--- src/rtl/rf_writeback_queue_pkg.sv ---
// -----------------------------------------------------------------------------
// rf_writeback_queue_pkg
// Shared constants for the register-file writeback path.
//   WORD_WIDTH  : datapath width of a register value
//   REG_NUM_LOG : register address width
//   REG_ZERO    : index of the hard-wired zero register (writes are dropped)
// -----------------------------------------------------------------------------
package rf_writeback_queue_pkg;

    localparam int WORD_WIDTH  = 32;
    localparam int REG_NUM_LOG = 5;
    localparam int REG_ZERO    = 0;

    // True when a register address names the zero register.
    function automatic logic is_reg_zero(input logic [REG_NUM_LOG-1:0] addr);
        return addr == REG_NUM_LOG'(REG_ZERO);
    endfunction

endpackage

--- src/rtl/rf_wbq_fwd_match.sv ---
// -----------------------------------------------------------------------------
// rf_wbq_fwd_match
// Combinational forwarding lookup over the writeback FIFO plus the register
// file output register. The newest matching write wins; the output register
// is the oldest candidate, followed by the queue from head towards tail.
//
// Ports:
//   i_entry_addr / i_entry_value : FIFO storage, indexed by slot
//   i_head, i_count              : occupied window of the FIFO
//   i_out_en/i_out_addr/i_out_value : write output register
//   i_lookup_addr                : operand register being read
//   o_hit, o_value               : match flag and forwarded value (0 on miss)
// -----------------------------------------------------------------------------
module rf_wbq_fwd_match #(
    parameter int WORD_WIDTH  = 32,
    parameter int REG_NUM_LOG = 5,
    parameter int DEPTH       = 4,
    parameter int PTR_W       = 2
) (
    input  logic [DEPTH-1:0][REG_NUM_LOG-1:0] i_entry_addr,
    input  logic [DEPTH-1:0][WORD_WIDTH-1:0]  i_entry_value,
    input  logic [PTR_W-1:0]                  i_head,
    input  logic [PTR_W:0]                    i_count,
    input  logic                              i_out_en,
    input  logic [REG_NUM_LOG-1:0]            i_out_addr,
    input  logic [WORD_WIDTH-1:0]             i_out_value,
    input  logic [REG_NUM_LOG-1:0]            i_lookup_addr,
    output logic                              o_hit,
    output logic [WORD_WIDTH-1:0]             o_value
);
    import rf_writeback_queue_pkg::*;

    logic [PTR_W-1:0] w_idx;

    always_comb begin
        o_hit   = 1'b0;
        o_value = '0;
        w_idx   = '0;
        if (i_out_en && (i_out_addr == i_lookup_addr)) begin
            o_hit   = 1'b1;
            o_value = i_out_value;
        end
        // Walk oldest to newest so a later match overrides an earlier one.
        for (int k = 0; k < DEPTH; k++) begin
            w_idx = i_head + PTR_W'(k);
            if ((PTR_W+1)'(k) < i_count && i_entry_addr[w_idx] == i_lookup_addr) begin
                o_hit   = 1'b1;
                o_value = i_entry_value[w_idx];
            end
        end
        // The zero register always reads as a constant; never forward it.
        if (is_reg_zero(i_lookup_addr)) begin
            o_hit   = 1'b0;
            o_value = '0;
        end
    end

endmodule

--- src/rtl/rf_writeback_queue.sv ---
// -----------------------------------------------------------------------------
// rf_writeback_queue
// Writer-side front end for the register file write port. ALU and load
// results enter a small in-order FIFO (ALU older when both arrive together),
// one entry drains per cycle into registered writeEnable/writeAddr/writeValue,
// and two forwarding ports expose results still queued or in the output reg.
//
// Ports:
//   clk, rst (async, active low)
//   alu_valid/alu_ready/alu_addr/alu_value : ALU producer
//   mem_valid/mem_ready/mem_addr/mem_value : load producer
//   writeEnable/writeAddr/writeValue       : register file write port
//   fwd_addr_*/fwd_hit_*/fwd_value_*       : left/right operand forwarding
//   count                                  : occupied FIFO entries
// -----------------------------------------------------------------------------
module rf_writeback_queue #(
    parameter int WORD_WIDTH  = rf_writeback_queue_pkg::WORD_WIDTH,
    parameter int REG_NUM_LOG = rf_writeback_queue_pkg::REG_NUM_LOG,
    parameter int DEPTH       = 4
) (
    input  logic                   clk,
    input  logic                   rst,
    input  logic                   alu_valid,
    output logic                   alu_ready,
    input  logic [REG_NUM_LOG-1:0] alu_addr,
    input  logic [WORD_WIDTH-1:0]  alu_value,
    input  logic                   mem_valid,
    output logic                   mem_ready,
    input  logic [REG_NUM_LOG-1:0] mem_addr,
    input  logic [WORD_WIDTH-1:0]  mem_value,
    output logic                   writeEnable,
    output logic [REG_NUM_LOG-1:0] writeAddr,
    output logic [WORD_WIDTH-1:0]  writeValue,
    input  logic [REG_NUM_LOG-1:0] fwd_addr_left,
    output logic                   fwd_hit_left,
    output logic [WORD_WIDTH-1:0]  fwd_value_left,
    input  logic [REG_NUM_LOG-1:0] fwd_addr_right,
    output logic                   fwd_hit_right,
    output logic [WORD_WIDTH-1:0]  fwd_value_right,
    output logic [$clog2(DEPTH):0] count
);
    import rf_writeback_queue_pkg::*;

    localparam int PTR_W = $clog2(DEPTH);
    localparam int CNT_W = PTR_W + 1;

    // Queue state
    logic [PTR_W-1:0]                  r_head;
    logic [PTR_W-1:0]                  r_tail;
    logic [CNT_W-1:0]                  r_count;
    logic [DEPTH-1:0][REG_NUM_LOG-1:0] r_entry_addr;
    logic [DEPTH-1:0][WORD_WIDTH-1:0]  r_entry_value;

    // Register file output register
    logic                   r_we;
    logic [REG_NUM_LOG-1:0] r_waddr;
    logic [WORD_WIDTH-1:0]  r_wvalue;

    logic [CNT_W-1:0] w_free;
    logic             w_alu_ready;
    logic             w_mem_ready;
    logic             w_alu_push;
    logic             w_mem_push;
    logic             w_pop;
    logic [PTR_W-1:0] w_alu_slot;
    logic [PTR_W-1:0] w_mem_slot;
    logic [PTR_W-1:0] w_tail_next;
    logic [PTR_W-1:0] w_head_next;
    logic [CNT_W-1:0] w_count_next;
    logic [DEPTH-1:0] w_wr_alu;
    logic [DEPTH-1:0] w_wr_mem;

    logic                  w_hit_left;
    logic                  w_hit_right;
    logic [WORD_WIDTH-1:0] w_value_left;
    logic [WORD_WIDTH-1:0] w_value_right;

    // Readiness looks only at the registered count, so neither ready depends
    // on a valid. The load port asks for two free slots because it may arrive
    // together with an ALU result that takes the first one.
    assign w_free      = CNT_W'(DEPTH) - r_count;
    assign w_alu_ready = rst && (w_free >= CNT_W'(1));
    assign w_mem_ready = rst && (w_free >= CNT_W'(2));

    // Writes to the zero register complete the handshake but are not stored.
    assign w_alu_push = alu_valid && w_alu_ready && !is_reg_zero(alu_addr);
    assign w_mem_push = mem_valid && w_mem_ready && !is_reg_zero(mem_addr);
    assign w_pop      = (r_count != '0);

    // ALU takes the tail slot; the load lands right behind it when both push.
    assign w_alu_slot   = r_tail;
    assign w_mem_slot   = r_tail + PTR_W'(w_alu_push);
    assign w_tail_next  = r_tail + PTR_W'(w_alu_push) + PTR_W'(w_mem_push);
    assign w_head_next  = r_head + PTR_W'(w_pop);
    assign w_count_next = r_count + CNT_W'(w_alu_push) + CNT_W'(w_mem_push)
                        - CNT_W'(w_pop);

    genvar gi;
    generate
        for (gi = 0; gi < DEPTH; gi++) begin : g_slot_we
            assign w_wr_alu[gi] = w_alu_push && (w_alu_slot == PTR_W'(gi));
            assign w_wr_mem[gi] = w_mem_push && (w_mem_slot == PTR_W'(gi));
        end
    endgenerate

    // Entry payload needs no reset; occupancy is tracked by head/count.
    always_ff @(posedge clk) begin
        for (int k = 0; k < DEPTH; k++) begin
            if (w_wr_mem[k]) begin
                r_entry_addr[k]  <= mem_addr;
                r_entry_value[k] <= mem_value;
            end else if (w_wr_alu[k]) begin
                r_entry_addr[k]  <= alu_addr;
                r_entry_value[k] <= alu_value;
            end
        end
    end

    always_ff @(posedge clk or negedge rst) begin
        if (!rst) begin
            r_head  <= '0;
            r_tail  <= '0;
            r_count <= '0;
        end else begin
            r_head  <= w_head_next;
            r_tail  <= w_tail_next;
            r_count <= w_count_next;
        end
    end

    // Output register: strobe follows the pop; address/data hold when idle.
    always_ff @(posedge clk or negedge rst) begin
        if (!rst) begin
            r_we     <= 1'b0;
            r_waddr  <= '0;
            r_wvalue <= '0;
        end else begin
            r_we <= w_pop;
            if (w_pop) begin
                r_waddr  <= r_entry_addr[r_head];
                r_wvalue <= r_entry_value[r_head];
            end
        end
    end

    rf_wbq_fwd_match #(
        .WORD_WIDTH  (WORD_WIDTH),
        .REG_NUM_LOG (REG_NUM_LOG),
        .DEPTH       (DEPTH),
        .PTR_W       (PTR_W)
    ) u_fwd_left (
        .i_entry_addr  (r_entry_addr),
        .i_entry_value (r_entry_value),
        .i_head        (r_head),
        .i_count       (r_count),
        .i_out_en      (r_we),
        .i_out_addr    (r_waddr),
        .i_out_value   (r_wvalue),
        .i_lookup_addr (fwd_addr_left),
        .o_hit         (w_hit_left),
        .o_value       (w_value_left)
    );

    rf_wbq_fwd_match #(
        .WORD_WIDTH  (WORD_WIDTH),
        .REG_NUM_LOG (REG_NUM_LOG),
        .DEPTH       (DEPTH),
        .PTR_W       (PTR_W)
    ) u_fwd_right (
        .i_entry_addr  (r_entry_addr),
        .i_entry_value (r_entry_value),
        .i_head        (r_head),
        .i_count       (r_count),
        .i_out_en      (r_we),
        .i_out_addr    (r_waddr),
        .i_out_value   (r_wvalue),
        .i_lookup_addr (fwd_addr_right),
        .o_hit         (w_hit_right),
        .o_value       (w_value_right)
    );

    assign alu_ready       = w_alu_ready;
    assign mem_ready       = w_mem_ready;
    assign writeEnable     = r_we;
    assign writeAddr       = r_waddr;
    assign writeValue      = r_wvalue;
    assign count           = r_count;
    assign fwd_hit_left    = rst && w_hit_left;
    assign fwd_value_left  = rst ? w_value_left : '0;
    assign fwd_hit_right   = rst && w_hit_right;
    assign fwd_value_right = rst ? w_value_right : '0;

endmodule

--- config.mk ---
export PLATFORM = sky130hd
export DESIGN_NAME = rf_writeback_queue
export DESIGN_NICKNAME = d
export VERILOG_FILES = /design/src/rtl/rf_writeback_queue_pkg.sv /design/src/rtl/rf_wbq_fwd_match.sv /design/src/rtl/rf_writeback_queue.sv
export SDC_FILE = /design/constraint.sdc
export NUM_CORES = 1
export LEC_CHECK = 0
export ABC_AREA = 1
export ABC_CLOCK_PERIOD_IN_PS = 6600
export CAP_MARGIN = 10
export CORE_MARGIN = 4
export CORE_UTILIZATION = 25
export CTS_CLUSTER_SIZE = 28
export DETAILED_ROUTE_END_ITERATION = 10
export GPL_TIMING_DRIVEN = 0
export HOLD_SLACK_MARGIN = 0.05
export SYNTH_ARGS = -nofsm -noshare
export SYNTH_HDL_FRONTEND = slang
export SYNTH_SLANG_ARGS = --single-unit
--- constraint.sdc ---
create_clock -name clk -period 6.6 [get_ports clk]
set_input_delay 0.99 -clock clk [delete_from_list [all_inputs] [get_ports clk]]
set_output_delay 0.99 -clock clk [all_outputs]
set_load 0.05 [all_outputs]
==> impl_metrics.py <==
metrics = {
    "detailed_routing": {
        "drt_iter0_markers": 1811,
        "wl_per_cell_um": 18.5,
        "routed_wl_um": 67400,
        "via_count": 17336,
        "final_antenna_net_count": 0,
        "drt-vias-per-instance": 4.77,
        "dr.pass1.iters": 9,
        "drc_errors": 0,
    },
    "job": {
        "cap_violations": 0,
    },
    "sta": {
        "max_freq_mhz": 186,
        "setup_slack_ns": 1.22,
        "rsz0062_at_grt": "false",
        "timing.final.crit_share_pct": 81.5,
        "finClkSkew_ns": 0.0118,
        "hold_violations": 0,
        "setup_tns_ns": 0,
        "setup_viol": 0,
        "period_minus_slack_ns": 5.38,
        "slew_viol_final": 0,
        "tightest_slew_ns": 0.878,
        "whs_ns": 0.471,
        "slew-limit-headroom_pct": 41.5,
    },
    "power": {
        "p_per_area_nw_per_um2": 520,
        "peakVddDrop_v": 0.000194,
        "p_leak_nw": 8.45,
        "power.total_mw": 10.2,
    },
    "clock_tree": {
        "ctsHoldBuffers": 0,
        "numCtsBuffers": 17,
        "clk_latency_ns": 0.46,
        "clkTransAtPathRegs_ns": 0.08,
        "cts_tree": "done",
        "ctsResizeCount": 0,
        "cts_max_level": 4,
        "cts-root-buf": "clkbuf_16",
        "clock-sinks": 193,
        "cts_setup_buffers": 0,
        "cts_max_path_buffers": 2,
    },
    "logic_synthesis": {
        "synth_seq_cells": 193,
        "yosys-top-cells-area": "edfxtp_1 (28%), nand2_1 (20%), o21ai_0 (13%)",
        "yosys-top-cells-count": "nand2_1 (836), o21ai_0 (415), nor2_1 (337)",
        "ys_seq_area_share_pct": 35.0,
        "synth_edf_count": 148,
        "ys.flop_type": "edfxtp_1",
        "ys.warnings.count": 0,
        "syn_avg_cell_area_um2": 6.22,
        "syn_inst": 2558,
        "yosys.area.top_type": "edfxtp_1",
        "synth_top_area_share_pct": 27.9,
        "synth_async_sr_flop_share_pct": 23.3,
        "netlist_area_um2": 15900,
        "synth_nets": 2658,
        "synth_most_common_cell": "nand2_1",
        "synthDistinctLibCells": 35,
    },
    "placement": {
        "hpwl_um": 56600,
        "routabilityCongestion": 0.957,
        "portBuffers": 191,
        "dp_slack_ns": 1.33,
    },
    "die": {
        "num_rows": 92,
        "die_w_um": 260,
        "die_y_um": 260,
        "die_area_um2": 67700,
        "io-pin-count": 197,
        "core_um2": 63100,
        "start_util_pct": 25.2,
    },
    "global_routing": {
        "grt_usage_pct": 19.2,
        "grt_max_degree": 38,
        "grt_pass1_vias": 16235,
        "grt_pass1_wl_um": 99500,
        "overflow": 0,
        "antenna_found_initial": 8,
    },
    "setup_path": {
        "slowest_stage": "clkdlybuf4s50_1",
        "crit_chain": "clkdlybuf4s50_1 -> inv_1 -> nand3_1 -> nand2_1 -> nor2_2 -> buf_2 -> nand4_1 -> nand3_1 -> nand2_1 -> a21oi_1 -> clkdlybuf4s50_1",
        "cp-end-kind": "output pin",
        "start_kind": "input pin",
        "r2r_slack_ns": 2.03,
        "cp_max_fo": 10,
        "critPathArrivalTime_ns": 4.39,
        "r2r-start": "count[0]$_DFF_PN0_",
        "timing.rr.end": "r_entry_value[82]$_DFFE_PP_",
        "reg2reg_depth": 18,
        "worstPathRequired_ns": 5.61,
        "slowest_delay_ns": 0.90,
        "worstSetupPathType": "in2out",
    },
    "final_layout": {
        "area_growth_pct": 23.5,
        "drive_gt1_share_pct": 4.67,
        "fillCellCount": 6980,
        "multi_input_comb_area_um2": 8730,
        "fin_nets": 2873,
        "final-seq-area_um2": 5570,
    },
    "min_path": {
        "hold_path_class": "in2async",
    },
    "status": {
        "status": "finished clean",
    },
}
worst max-delay path, delay by kind of cell:
kind                   cells  cell delay [ns]
buffers and inverters      4             2.02
AO/OA/AOI/OAI              1             0.39
AND/OR/NAND/NOR            6             0.99
metrics by stage:
stage / utilization (%) / instance area [um^2] / instances
5_1_grt: 31.1 / 19600 / 3635
6_report: 31.1 / 19600 / 3638
4_1_cts: 31.1 / 19600 / 3632
3_3_place_gp: 29.9 / 18900 / 3595
3_5_place_dp: 30.2 / 19000 / 3600
2_1_floorplan: - / 15900 / 2558
layout make-up:
class | instances | area share [%]
clock buffer | 17 | 2.17
clock inverter | 15 | 0.930
inverter | 214 | 4.10
multi-input combinational | 1967 | 44.4
tap | 846 | 5.39
timing repair buffer | 196 | 10.3
antenna | 6 | 0.0764
sequential | 193 | 28.3
buffer | 184 | 4.32
where the power goes:
part	internal [mW]	leakage [nW]	switching, mW
clock	0.518	0.292	0.571
combinational	1.91	6.26	5.22
sequential	1.77	1.90	0.223
total	4.20	8.45	6.01
metal layers:
layer / vias up / global-route usage (%) / wire length [um] / part of all wire (%)
met4: 2 / 7.53 / 2550 / 3.8
met5: - / 0 / 7 / 0.010
li1: 8758 / - / - / -
met3: 103 / 2.60 / 4040 / 6.0
met1: 7787 / 26.5 / 30800 / 46
met2: 686 / 30.4 / 30100 / 45
worst max path at each step:
| stage | from | to | cells past startpoint |
|---|---|---|---|
| 2_1_floorplan | count[0]$_DFF_PN0_ | r_entry_addr[10]$_DFFE_PP_ | 13 |
| 3_3_place_gp | rst | r_entry_value[17]$_DFFE_PP_ | 8 |
| 3_5_place_dp | fwd_addr_left[0] | fwd_value_left[2] | 12 |
| 4_1_cts | fwd_addr_left[0] | fwd_value_left[2] | 12 |
| 5_1_grt | fwd_addr_left[0] | fwd_value_left[21] | 12 |
| 6_report | fwd_addr_left[0] | fwd_value_left[2] | 11 |
layout by cell type (no fill, tap or decap), types with 2 or more instances in the layout:
| cell type | n |
|---|---|
| nor3_1 | 5 |
| inv_1 | 211 |
| nand2_1 | 836 |
| a21oi_1 | 73 |
| buf_2 | 49 |
| nand4_1 | 70 |
| ha_1 | 10 |
| buf_4 | 12 |
| o21ai_4 | 4 |
| nand3b_2 | 2 |
| buf_12 | 4 |
| nor2_2 | 7 |
| fa_1 | 2 |
| inv_6 | 3 |
| clkbuf_1 | 100 |
| nor2_1 | 337 |
| nand2_4 | 2 |
| inv_2 | 2 |
| buf_6 | 7 |
| o21ai_0 | 411 |
| inv_12 | 2 |
| nand3_2 | 2 |
| o21ai_2 | 2 |
| diode_2 | 6 |
| xnor2_1 | 3 |
| xor2_1 | 8 |
| clkdlybuf4s50_1 | 190 |
| edfxtp_1 | 148 |
| clkinv_4 | 2 |
| nand3_1 | 133 |
| inv_8 | 3 |
| buf_1 | 17 |
| o21ai_1 | 48 |
| dfrtp_1 | 45 |
| clkinv_8 | 4 |
| o22ai_1 | 5 |
| clkbuf_16 | 17 |
kinds of logic after synthesis:
logic type / after synthesis / share of synthesized area [%]
buffers and inverters: 398 / 10.4
and+or+nand+nor: 1398 / 35.6
AOI/OAI and AO/OA: 546 / 17.3
adders and majority gates: 12 / 1.04
DFF: 193 / 35.0
xor gates and xnor gates: 11 / 0.606
state kept, by name, summed over array words and instances (netlist names):
name,count
writeEnable,1
r_entry_addr,20
r_head,2
r_entry_value,128
count,3
r_tail,2
writeValue,32
writeAddr,5
Note: power is estimated with default switching activity, not from simulation.
